### src/rtl/vga_menu_renderer_if.sv
// Order handshake between the menu renderer and the vending controller.
interface vga_menu_renderer_if #(
  parameter int IDX_W = 2
);
  logic             order_valid;
  logic             order_ready;
  logic [IDX_W-1:0] order_slot;

  modport master (output order_valid, output order_slot, input order_ready);
  modport slave  (input order_valid, input order_slot, output order_ready);
endinterface

### src/rtl/vga_menu_renderer.sv
// Product-menu renderer: tiles, greyed-out stock, blinking selection border,
// navigation state and order handshake. Two-stage pixel pipeline on clk_25.
module vga_menu_renderer #(
  parameter int N_SLOTS      = 4,
  parameter int SLOT_X0      = 60,
  parameter int SLOT_PITCH   = 150,
  parameter int SLOT_Y0      = 50,
  parameter int SLOT_W       = 90,
  parameter int SLOT_H       = 105,
  parameter int BORDER_W     = 4,
  parameter int BLINK_FRAMES = 30,
  parameter int COLOR_W      = 10,
  localparam int IDX_W       = $clog2(N_SLOTS)
) (
  input  logic               clk_25,
  input  logic               rst,
  input  logic [9:0]         counter_x_i,
  input  logic [8:0]         counter_y_i,
  input  logic               in_display_i,
  input  logic               hsync_i,
  input  logic               vsync_i,
  input  logic [N_SLOTS-1:0] slot_enable_i,
  input  logic               sel_next_i,
  input  logic               sel_prev_i,
  input  logic               confirm_i,
  output logic [COLOR_W-1:0] vga_r_o,
  output logic [COLOR_W-1:0] vga_g_o,
  output logic [COLOR_W-1:0] vga_b_o,
  output logic               hsync_o,
  output logic               vsync_o,
  output logic [IDX_W-1:0]   sel_index_o,
  vga_menu_renderer_if.master ord_if
);
  localparam int FW = (BLINK_FRAMES > 1) ? $clog2(BLINK_FRAMES) : 1;
  localparam logic [COLOR_W-1:0] C_FULL = {COLOR_W{1'b1}};
  localparam logic [COLOR_W-1:0] C_800  = COLOR_W'((800 * ((1 << COLOR_W) - 1)) / 1023);
  localparam logic [COLOR_W-1:0] C_400  = COLOR_W'((400 * ((1 << COLOR_W) - 1)) / 1023);

  typedef enum logic {O_IDLE, O_PEND} ord_t;

  int px, py, cand;
  logic             hit_d, brd_d, hit_q, brd_q, disp_q, found;
  logic [IDX_W-1:0] idx_d, idx_q, sel_d, sel_q, shown_q, slot_d, slot_q;
  logic [COLOR_W-1:0] r_d, g_d, b_d, r_q, g_q, b_q;
  logic hs1_q, hs2_q, vs1_q, vs2_q, blink_q, tick;
  logic [FW-1:0] frame_q;
  ord_t st_d, st_q;

  assign px   = 32'(counter_x_i);
  assign py   = 32'(counter_y_i);
  // vs1_q doubles as the previous vsync sample for edge detection
  assign tick = vs1_q & ~vsync_i;

  // Stage-1 geometry: which tile (if any) the pixel lands in, and whether on its rim
  always_comb begin
    hit_d = 1'b0;
    idx_d = '0;
    brd_d = 1'b0;
    for (int k = 0; k < N_SLOTS; k++) begin
      int lo;
      lo = SLOT_X0 + k * SLOT_PITCH;
      if (px >= lo && px < lo + SLOT_W && py >= SLOT_Y0 && py < SLOT_Y0 + SLOT_H) begin
        hit_d = 1'b1;
        idx_d = IDX_W'(k);
        brd_d = (px - lo < BORDER_W) || (lo + SLOT_W - 1 - px < BORDER_W) ||
                (py - SLOT_Y0 < BORDER_W) || (SLOT_Y0 + SLOT_H - 1 - py < BORDER_W);
      end
    end
  end

  // Stage-1 registers
  always_ff @(posedge clk_25) begin
    if (rst) begin
      hit_q <= 1'b0; idx_q <= '0; brd_q <= 1'b0; disp_q <= 1'b0;
    end else begin
      hit_q <= hit_d; idx_q <= idx_d; brd_q <= brd_d; disp_q <= in_display_i;
    end
  end

  // Stage-2 colour: border of the shown selection beats tile fill
  always_comb begin
    r_d = '0; g_d = '0; b_d = '0;
    if (disp_q && hit_q) begin
      if (brd_q && idx_q == shown_q && blink_q) begin
        r_d = C_FULL; g_d = C_FULL; b_d = C_FULL;
      end else if (slot_enable_i[idx_q]) begin
        r_d = C_FULL; g_d = C_800;
      end else begin
        r_d = C_400; g_d = C_400; b_d = C_400;
      end
    end
  end

  // Stage-2 colour registers and matching sync delay line
  always_ff @(posedge clk_25) begin
    if (rst) begin
      r_q <= '0; g_q <= '0; b_q <= '0;
      hs1_q <= 1'b1; hs2_q <= 1'b1; vs1_q <= 1'b1; vs2_q <= 1'b1;
    end else begin
      r_q <= r_d; g_q <= g_d; b_q <= b_d;
      hs1_q <= hsync_i; hs2_q <= hs1_q; vs1_q <= vsync_i; vs2_q <= vs1_q;
    end
  end

  // Frame-rate state: blink counter/phase and the tear-free shown selection
  always_ff @(posedge clk_25) begin
    if (rst) begin
      frame_q <= '0; blink_q <= 1'b1; shown_q <= '0;
    end else if (tick) begin
      shown_q <= sel_q;
      if (frame_q == FW'(BLINK_FRAMES - 1)) begin
        frame_q <= '0;
        blink_q <= ~blink_q;
      end else begin
        frame_q <= frame_q + 1'b1;
      end
    end
  end

  // Navigation: hop to the nearest enabled slot in the requested direction
  always_comb begin
    sel_d = sel_q;
    found = 1'b0;
    cand  = 0;
    if (sel_next_i != sel_prev_i) begin
      for (int k = 1; k < N_SLOTS; k++) begin
        cand = sel_next_i ? (int'(sel_q) + k) % N_SLOTS
                          : (int'(sel_q) + N_SLOTS - k) % N_SLOTS;
        if (!found && slot_enable_i[IDX_W'(cand)]) begin
          sel_d = IDX_W'(cand);
          found = 1'b1;
        end
      end
    end
  end

  // Order FSM next state: capture pre-navigation selection on a valid confirm
  always_comb begin
    st_d   = st_q;
    slot_d = slot_q;
    case (st_q)
      O_IDLE: if (confirm_i && slot_enable_i[sel_q]) begin
        st_d   = O_PEND;
        slot_d = sel_q;
      end
      O_PEND: if (ord_if.order_ready) st_d = O_IDLE;
      default: st_d = O_IDLE;
    endcase
  end

  // Selection and order state registers
  always_ff @(posedge clk_25) begin
    if (rst) begin
      sel_q <= '0; st_q <= O_IDLE; slot_q <= '0;
    end else begin
      sel_q <= sel_d; st_q <= st_d; slot_q <= slot_d;
    end
  end

  assign vga_r_o            = r_q;
  assign vga_g_o            = g_q;
  assign vga_b_o            = b_q;
  assign hsync_o            = hs2_q;
  assign vsync_o            = vs2_q;
  assign sel_index_o        = sel_q;
  assign ord_if.order_valid = (st_q == O_PEND);
  assign ord_if.order_slot  = slot_q;
endmodule

### src/flat_wrapper.sv
// flat-port wrapper written by rule: the top's interface ports become plain ports
module vga_menu_renderer_flat 
#(
  parameter int N_SLOTS      = 4,
  parameter int SLOT_X0      = 60,
  parameter int SLOT_PITCH   = 150,
  parameter int SLOT_Y0      = 50,
  parameter int SLOT_W       = 90,
  parameter int SLOT_H       = 105,
  parameter int BORDER_W     = 4,
  parameter int BLINK_FRAMES = 30,
  parameter int COLOR_W      = 10,
  localparam int IDX_W       = $clog2(N_SLOTS)
)
  (clk_25, rst, counter_x_i, counter_y_i, in_display_i, hsync_i, vsync_i, slot_enable_i, sel_next_i, sel_prev_i, confirm_i, vga_r_o, vga_g_o, vga_b_o, hsync_o, vsync_o, sel_index_o, ord_if_order_valid, ord_if_order_slot, ord_if_order_ready);
  vga_menu_renderer_if #(.IDX_W(2)) ord_if_i ();
  input  logic clk_25;
  input  logic rst;
  input  logic [9:0] counter_x_i;
  input  logic [8:0] counter_y_i;
  input  logic in_display_i;
  input  logic hsync_i;
  input  logic vsync_i;
  input  logic [N_SLOTS-1:0] slot_enable_i;
  input  logic sel_next_i;
  input  logic sel_prev_i;
  input  logic confirm_i;
  output logic [COLOR_W-1:0] vga_r_o;
  output logic [COLOR_W-1:0] vga_g_o;
  output logic [COLOR_W-1:0] vga_b_o;
  output logic hsync_o;
  output logic vsync_o;
  output logic [IDX_W-1:0] sel_index_o;
  output wire logic [$bits(ord_if_i.order_valid)-1:0] ord_if_order_valid;
  output wire logic [$bits(ord_if_i.order_slot)-1:0] ord_if_order_slot;
  input wire logic [$bits(ord_if_i.order_ready)-1:0] ord_if_order_ready;
  assign ord_if_order_valid = ord_if_i.order_valid;
  assign ord_if_order_slot = ord_if_i.order_slot;
  assign ord_if_i.order_ready = ord_if_order_ready;
  vga_menu_renderer #(.N_SLOTS(N_SLOTS), .SLOT_X0(SLOT_X0), .SLOT_PITCH(SLOT_PITCH), .SLOT_Y0(SLOT_Y0), .SLOT_W(SLOT_W), .SLOT_H(SLOT_H), .BORDER_W(BORDER_W), .BLINK_FRAMES(BLINK_FRAMES), .COLOR_W(COLOR_W)) u_core (.clk_25(clk_25), .rst(rst), .counter_x_i(counter_x_i), .counter_y_i(counter_y_i), .in_display_i(in_display_i), .hsync_i(hsync_i), .vsync_i(vsync_i), .slot_enable_i(slot_enable_i), .sel_next_i(sel_next_i), .sel_prev_i(sel_prev_i), .confirm_i(confirm_i), .vga_r_o(vga_r_o), .vga_g_o(vga_g_o), .vga_b_o(vga_b_o), .hsync_o(hsync_o), .vsync_o(vsync_o), .sel_index_o(sel_index_o), .ord_if(ord_if_i));
endmodule
### config.mk
export PLATFORM = sky130hd
export DESIGN_NAME = vga_menu_renderer_flat
export DESIGN_NICKNAME = d
export VERILOG_FILES = /design/src/rtl/vga_menu_renderer_if.sv /design/src/rtl/vga_menu_renderer.sv /design/src/flat_wrapper.sv
export SDC_FILE = /design/constraint.sdc
export NUM_CORES = 1
export LEC_CHECK = 0
export CORE_MARGIN = 2
export CORE_UTILIZATION = 45
export CTS_CLUSTER_DIAMETER = 40
export DETAILED_ROUTE_END_ITERATION = 8
export PLACE_DENSITY = 0.76
export SLEW_MARGIN = 5
export SYNTH_ARGS = -nofsm -noshare
export SYNTH_HDL_FRONTEND = slang
export SYNTH_SLANG_ARGS = --single-unit
### constraint.sdc
create_clock -name clk_25 -period 2.6 [get_ports clk_25]
set_input_delay 0.52 -clock clk_25 [delete_from_list [all_inputs] [get_ports clk_25]]
set_output_delay 0.52 -clock clk_25 [all_outputs]
set_load 0.1 [all_outputs]
# After elaboration in Yosys (flattened, before gate mapping)
# Index checks and enable logic that the tools add are counted.
[word_totals]
reg_bits = 52
inputBits = 32
out_inout_bits = 37
[op_classes]
addsub = 18
n_eq_ne = 3
n_lt_le_gt_ge = 25
bitwise_logic = 5
muxes = 44
n_reduce_logical = 37
[op_table]
columns = ["op", "n"]
rows = [
  ["< comparator 32 x 4 -> 1 bit (second input constant)", 10],
  ["subtractor 32 x 3 -> 32 bit (second input constant)", 2],
  ["2-to-1 mux 10 bit", 5],
  ["subtractor 32 x 2 -> 32 bit (second input constant)", 1],
  ["2-to-1 mux 1 bit", 23],
  ["subtractor 10 x 9 -> 11 bit (second input constant)", 2],
  ["subtractor 9 x 10 -> 11 bit (first input constant)", 2],
  [">= comparator 10 x 9 -> 1 bit (second input constant)", 2],
  ["< comparator 10 x 9 -> 1 bit (second input constant)", 2],
  ["logical AND 1 bit", 18],
  ["2-to-1 mux 2 bit", 8],
  ["logical OR 1 bit", 12],
  ["< comparator 2 x 4 -> 1 bit (second input constant)", 3],
  ["subtractor 10 x 10 -> 11 bit (first input constant)", 1],
  ["subtractor 10 x 6 -> 11 bit (second input constant)", 1],
  ["subtractor 10 x 8 -> 11 bit (second input constant)", 1],
  ["subtractor 8 x 10 -> 11 bit (first input constant)", 1],
  ["binary-select mux 1 bit (select 2 bit)", 5],
  [">= comparator 10 x 6 -> 1 bit (second input constant)", 1],
  [">= comparator 10 x 8 -> 1 bit (second input constant)", 1],
  ["< comparator 10 bit (second input constant)", 1],
  ["< comparator 10 x 8 -> 1 bit (second input constant)", 1],
  ["subtractor 8 x 9 -> 10 bit (first input constant)", 1],
  ["subtractor 9 x 6 -> 10 bit (second input constant)", 1],
  ["other kinds (19)", 27],
]

# Depth between registers and ports, before layout
[depth]
ltp_word = 16
depth_mapped = 11

# Worst setup path after synthesis
# No wires, ideal clock.
[synth_timing]
path_kind = "register -> register"
from = "register u_core.sel_q[0], in the netlist u_core.sel_index_o[0]"
to = "register u_core.sel_q[0], in the netlist u_core.sel_index_o[0]"
path_slack_ns = 0.248
path_stages_with_launch = 7
setup_time_ns = 0.126
t_arrival_ns = 2.226
required_time_ns = 2.474
path_buffers = 1
cell_sequence = "dfxtp_1 -> buf_2 -> mux4_2 -> a31oi_1 -> o21ai_0 -> xnor2_1 -> nor2_1"
[synth_between]
elab_chain_cells = 16
elab_cells_between_ends = 32
classes_between = "add/sub (7); mux (19); reduce/logical (6)"
[synth_rtl]
columns = ["item", "line", "text"]
rows = [
  ["start: declaration", "vga_menu_renderer.sv:43", "logic [IDX_W-1:0] idx_d, idx_q, sel_d, sel_q, shown_q, slot_d, slot_q;"],
  ["start signal: assignment", "vga_menu_renderer.sv:156", "sel_q <= sel_d; st_q <= st_d; slot_q <= slot_d;"],
  ["adder 2 x 3 -> 4 bit", "vga_menu_renderer.sv:128", ": (int'(sel_q) + N_SLOTS - k) % N_SLOTS;"],
  ["subtractor 32 x 2 -> 32 bit", "vga_menu_renderer.sv:128", ""],
  ["2-to-1 mux 2 bit", "vga_menu_renderer.sv:127", "cand = sel_next_i ? (int'(sel_q) + k) % N_SLOTS"],
  ["binary-select mux 1 bit (select 2 bit)", "vga_menu_renderer.sv:129", "if (!found && slot_enable_i[IDX_W'(cand)]) begin"],
  ["2-to-1 mux 1 bit (not written as such) (2 in series)", "vga_menu_renderer.sv:129", ""],
  ["2-to-1 mux 1 bit", "vga_menu_renderer.sv:129", ""],
  ["2-to-1 mux 1 bit", "vga_menu_renderer.sv:125", "if (sel_next_i != sel_prev_i) begin"],
  ["zero test 1 bit", "vga_menu_renderer.sv:129", ""],
  ["logical AND 1 bit", "vga_menu_renderer.sv:129", ""],
  ["2-to-1 mux 1 bit", "vga_menu_renderer.sv:129", ""],
  ["2-to-1 mux 1 bit", "vga_menu_renderer.sv:125", ""],
  ["zero test 1 bit", "vga_menu_renderer.sv:129", ""],
  ["logical AND 1 bit", "vga_menu_renderer.sv:129", ""],
  ["nonzero test 3 bit (no line)", "n/a", ""],
  ["AND reduction 2 bit (no line)", "n/a", ""],
]
# Several ways; a longest one is shown, not always the timed one. The select of a mux whose other input is x is not followed.
# A chain may end at the register's enable or synchronous reset.

# Worst setup path after layout
[layout_timing]
from = "input port counter_x_i[4]"
to = "register u_core.brd_q"
[layout_between]
elab_chain_cells = 9
elab_cells_between_ends = 52
classes_between = "add/sub (8); order compare (16); mux (4); reduce/logical (24)"
[layout_rtl]
columns = ["item", "line", "text"]
rows = [
  ["start: declaration", "flat_wrapper.sv:19", "input logic [9:0] counter_x_i;"],
  ["subtractor 10 x 6 -> 11 bit or subtractor 8 x 10 -> 11 bit (tied branches)", "vga_menu_renderer.sv:65", "brd_d = (px - lo < BORDER_W) || (lo + SLOT_W - 1 - px < BORDER_W) ||"],
  ["< comparator 32 x 4 -> 1 bit", "vga_menu_renderer.sv:65", ""],
  ["logical OR 1 bit (2 in series)", "vga_menu_renderer.sv:65", ""],
  ["logical OR 1 bit", "vga_menu_renderer.sv:66", "(py - SLOT_Y0 < BORDER_W) || (SLOT_Y0 + SLOT_H - 1 - py < BORDER_W);"],
  ["2-to-1 mux 1 bit (3 in series)", "vga_menu_renderer.sv:62", "if (px >= lo && px < lo + SLOT_W && py >= SLOT_Y0 && py < SLOT_Y0 + SLOT_H) begin"],
  ["2-to-1 mux 1 bit *", "vga_menu_renderer.sv:62", ""],
  ["end signal: assignment", "vga_menu_renderer.sv:76", "hit_q <= hit_d; idx_q <= idx_d; brd_q <= brd_d; disp_q <= in_display_i;"],
  ["end: declaration", "vga_menu_renderer.sv:42", "logic hit_d, brd_d, hit_q, brd_q, disp_q, found;"],
]
# Mark *: on every way between the ends. The rest lies on a longest branch, timed or not.

==> out/qor.csv <==
metric,value,unit
report.power.total,1.37,mW
ys_async_sr_fraction,0,%
sequential_fraction_of_the_synthesis_area,21.5,%
period_minus_slack,2440,ps
antenna_found_initial,0,
wire_length_of_the_first_global_routing_pass,10300,um
clk_latency,270,ps
syn_to_final_growth,29.3,%
worstPathRequired,2800,ps
synth_cell_type_count,60,
multi_input_area,0.00158,sq mm
finalWorstSetupSlack,159,ps
yosys_register_bits,26,
synth_area_per_cell,7.77,sq um
post-synth-top-count-cell,sky130_fd_sc_hd__nor2_1,
count_of_non_filler_cells_in_the_finished_layout,443,
max_freq,410,MHz
wirelength,6270,um
drt_drc_violations_left,0,
worst_setup_path_start_kind,input pin,
drtIter0Drc,95,
cts_clock_pin_slew_for_the_worst_setup_and_hold_paths,90,ps
cts_num_sinks,26,
ctsHtreeMaxLevel,1,
cts.hold.buffers_added,0,
final.setup_skew,3.20,ps
grt_util_all_layers,20.6,%
setup_viol_count_final,0,
pre_cts_setup_slack,-116,ps
route.vias.total,2489,
run_status,finished clean,
antenna_fix_cells,0,
clock_tree.root_cell,sky130_fd_sc_hd__clkbuf_8,
layout.area.seq,520,sq um
die_h,77.4,um
synth_area_leader_cell,sky130_fd_sc_hd__dfxtp_1,
placement_rows,26,
synth.top_cells.by_area,"sky130_fd_sc_hd__dfxtp_1, sky130_fd_sc_hd__buf_4, sky130_fd_sc_hd__ha_1",
maximum_count_of_clock_buffers_along_a_single_path,2,
crit-reg2reg-launch,u_core.sel_index_o[0],
cp.arrival,2640,ps
synth.cells.most_frequent,"sky130_fd_sc_hd__nor2_1, sky130_fd_sc_hd__buf_4, sky130_fd_sc_hd__dfxtp_1, sky130_fd_sc_hd__a21oi_1, sky130_fd_sc_hd__nand2_1",
syn_inst,312,
filler_cell_count,465,
start_point_of_the_critical_path,counter_x_i[4],
placement.io_buffers,68,
detail_route.vias_per_cell,5.62,
critical_path.endpoint_type,register,
count_of_flip_flops_with_a_built_in_enable_after_synthesis,0,
fin_nets,420,
cts_tree,built,
globalRoute.totalOverflow,0,
worst_hold_slack,416,ps
drv_cap,0,
ant_nets,0,
hold_path_class,register to register,
initial_utilization,47.2,%
placeableCoreArea,0.00514,sq mm
grt_start_max_net_pins,21,
final_layout_size_suffix_gt1_share,23.9,%
synthesis.nets,358,
finalSetupTns,0,ps
vias_in_the_first_global_route,2212,
min_period_over_period,93.9,%
tritoncts_buffer_count,3,
yosysWarningCount,0,
1st_pass_router_iterations,4,
power_density,438,mW/mm^2
timing_max_transition_violations_final,0,
top_level_ports,69,
synth.cell_area,0.00242,sq mm
synth_largest_type_area_fraction,21.5,%
max_slew_margin,68.1,%
hpwl_detailed,4900,um
leakagePower,1.31,nW
fp.dieW,77.4,um
synth-main-ff-cell,sky130_fd_sc_hd__dfxtp_1,
holdCritStartpoint,u_core.hs1_q,
vdd_ir_drop_max,328,uV
place.detailed.instances,439,
floorplan.die_area,0.00599,sq mm
rsz_0062_raised_after_global_routing,no,
timing.setup.critical_path_class,input pin to register,
timing_hold_violations_final,0,
drt-wirelength-per-cell,14.1,um
critical_path_maximum_fanout,7,
worstMarginPinSlew,475,ps
rd_place_congestion,0.957,
final cells by class:
cell class	count	area share, %
Sequential cell	26	16.6
Multi-Input combinational cell	232	50.3
Timing Repair Buffer	99	26.6
Clock inverter	1	0.958
Tap cell	70	2.79
Inverter	12	1.44
Clock buffer	3	1.32
registers in the layout (all words and copies together) (netlist names), 2 cells and up:
signal                    flops
u_core.ord_if.order_slot      2
u_core.shown_q                2
u_core.sel_index_o            2
u_core.vga_b_o                2
u_core.frame_q                5
u_core.idx_q                  2
what timing repair did:
| action | CTS | global route |
|---|---|---|
| endpoints found under the setup margin | 0 | 1 |
| buffers inserted | 0 | 0 |
| gates resized for setup | 0 | 1 |
layer usage:
| metal | routed length [um] | track usage, % | vias to the layer above |
|---|---|---|---|
| met1 | 2730 | 26.4 | 1142 |
| met5 | 0 | 0 | - |
| met4 | 143 | 6.61 | 0 |
| met3 | 374 | 2.21 | 14 |
| met2 | 3020 | 36.2 | 109 |
| li1 | - | - | 1224 |
where the power goes:
| group | internal [mW] | leakage [nW] | switching (mW) |
|---|---|---|---|
| clock | 0.206 | 0.0357 | 0.126 |
| sequential | 0.425 | 0.212 | 0.0400 |
| combinational | 0.236 | 1.06 | 0.341 |
layout by cell type (no fill, tap or decap), types with 10 or more instances in the layout:
| cell type | netlist | final |
|---|---|---|
| sky130_fd_sc_hd__a21oi_1 | 20 | 20 |
| sky130_fd_sc_hd__buf_4 | 31 | 67 |
| sky130_fd_sc_hd__clkdlybuf4s50_1 | 0 | 31 |
| sky130_fd_sc_hd__dfxtp_1 | 26 | 26 |
| sky130_fd_sc_hd__ha_1 | 14 | 14 |
| sky130_fd_sc_hd__inv_1 | 10 | 10 |
| sky130_fd_sc_hd__nand2_1 | 19 | 19 |
| sky130_fd_sc_hd__nor2_1 | 34 | 34 |
| sky130_fd_sc_hd__o21ai_0 | 13 | 13 |
| sky130_fd_sc_hd__xnor2_1 | 11 | 11 |
through the flow:
step	util [%]	instance area, sq um
2_1_floorplan	-	2420
3_3_place_gp	59.5	3060
3_5_place_dp	59.5	3060
4_1_cts	60.9	3130
5_1_grt	61.0	3130
6_report	61.0	3130
worst max-delay path, cell delays in order:
cell,delay [ps]
sky130_fd_sc_hd__clkdlybuf4s50_1,580
sky130_fd_sc_hd__buf_4,190
sky130_fd_sc_hd__inv_2,60
sky130_fd_sc_hd__ha_1,200
sky130_fd_sc_hd__nor2_1,140
sky130_fd_sc_hd__xnor2_1,150
sky130_fd_sc_hd__nand4b_1,150
sky130_fd_sc_hd__a211oi_1,250
sky130_fd_sc_hd__o311ai_0,180
sky130_fd_sc_hd__a31oi_1,210
final timing paths:
check	slack, ps	cells after the start	end
setup / recovery	160	10	u_core.brd_q
hold / removal	420	1	u_core.hsync_o
setup reg to reg	830	4	u_core.sel_index_o[1]
hold reg to reg	420	1	u_core.hsync_o
kinds of logic after synthesis:
kind of cell | after synthesis | synth area share [%]
adders and majority gates | 14 | 7.23
buffers and inverters | 54 | 13.7
xor gates and xnor gates | 17 | 6.14
DFF | 26 | 21.5
AOI/OAI and AO/OA | 78 | 21.4
and+or+nand+nor | 113 | 24.3
muxes | 10 | 5.73
(Power assumes the default switching activity.)
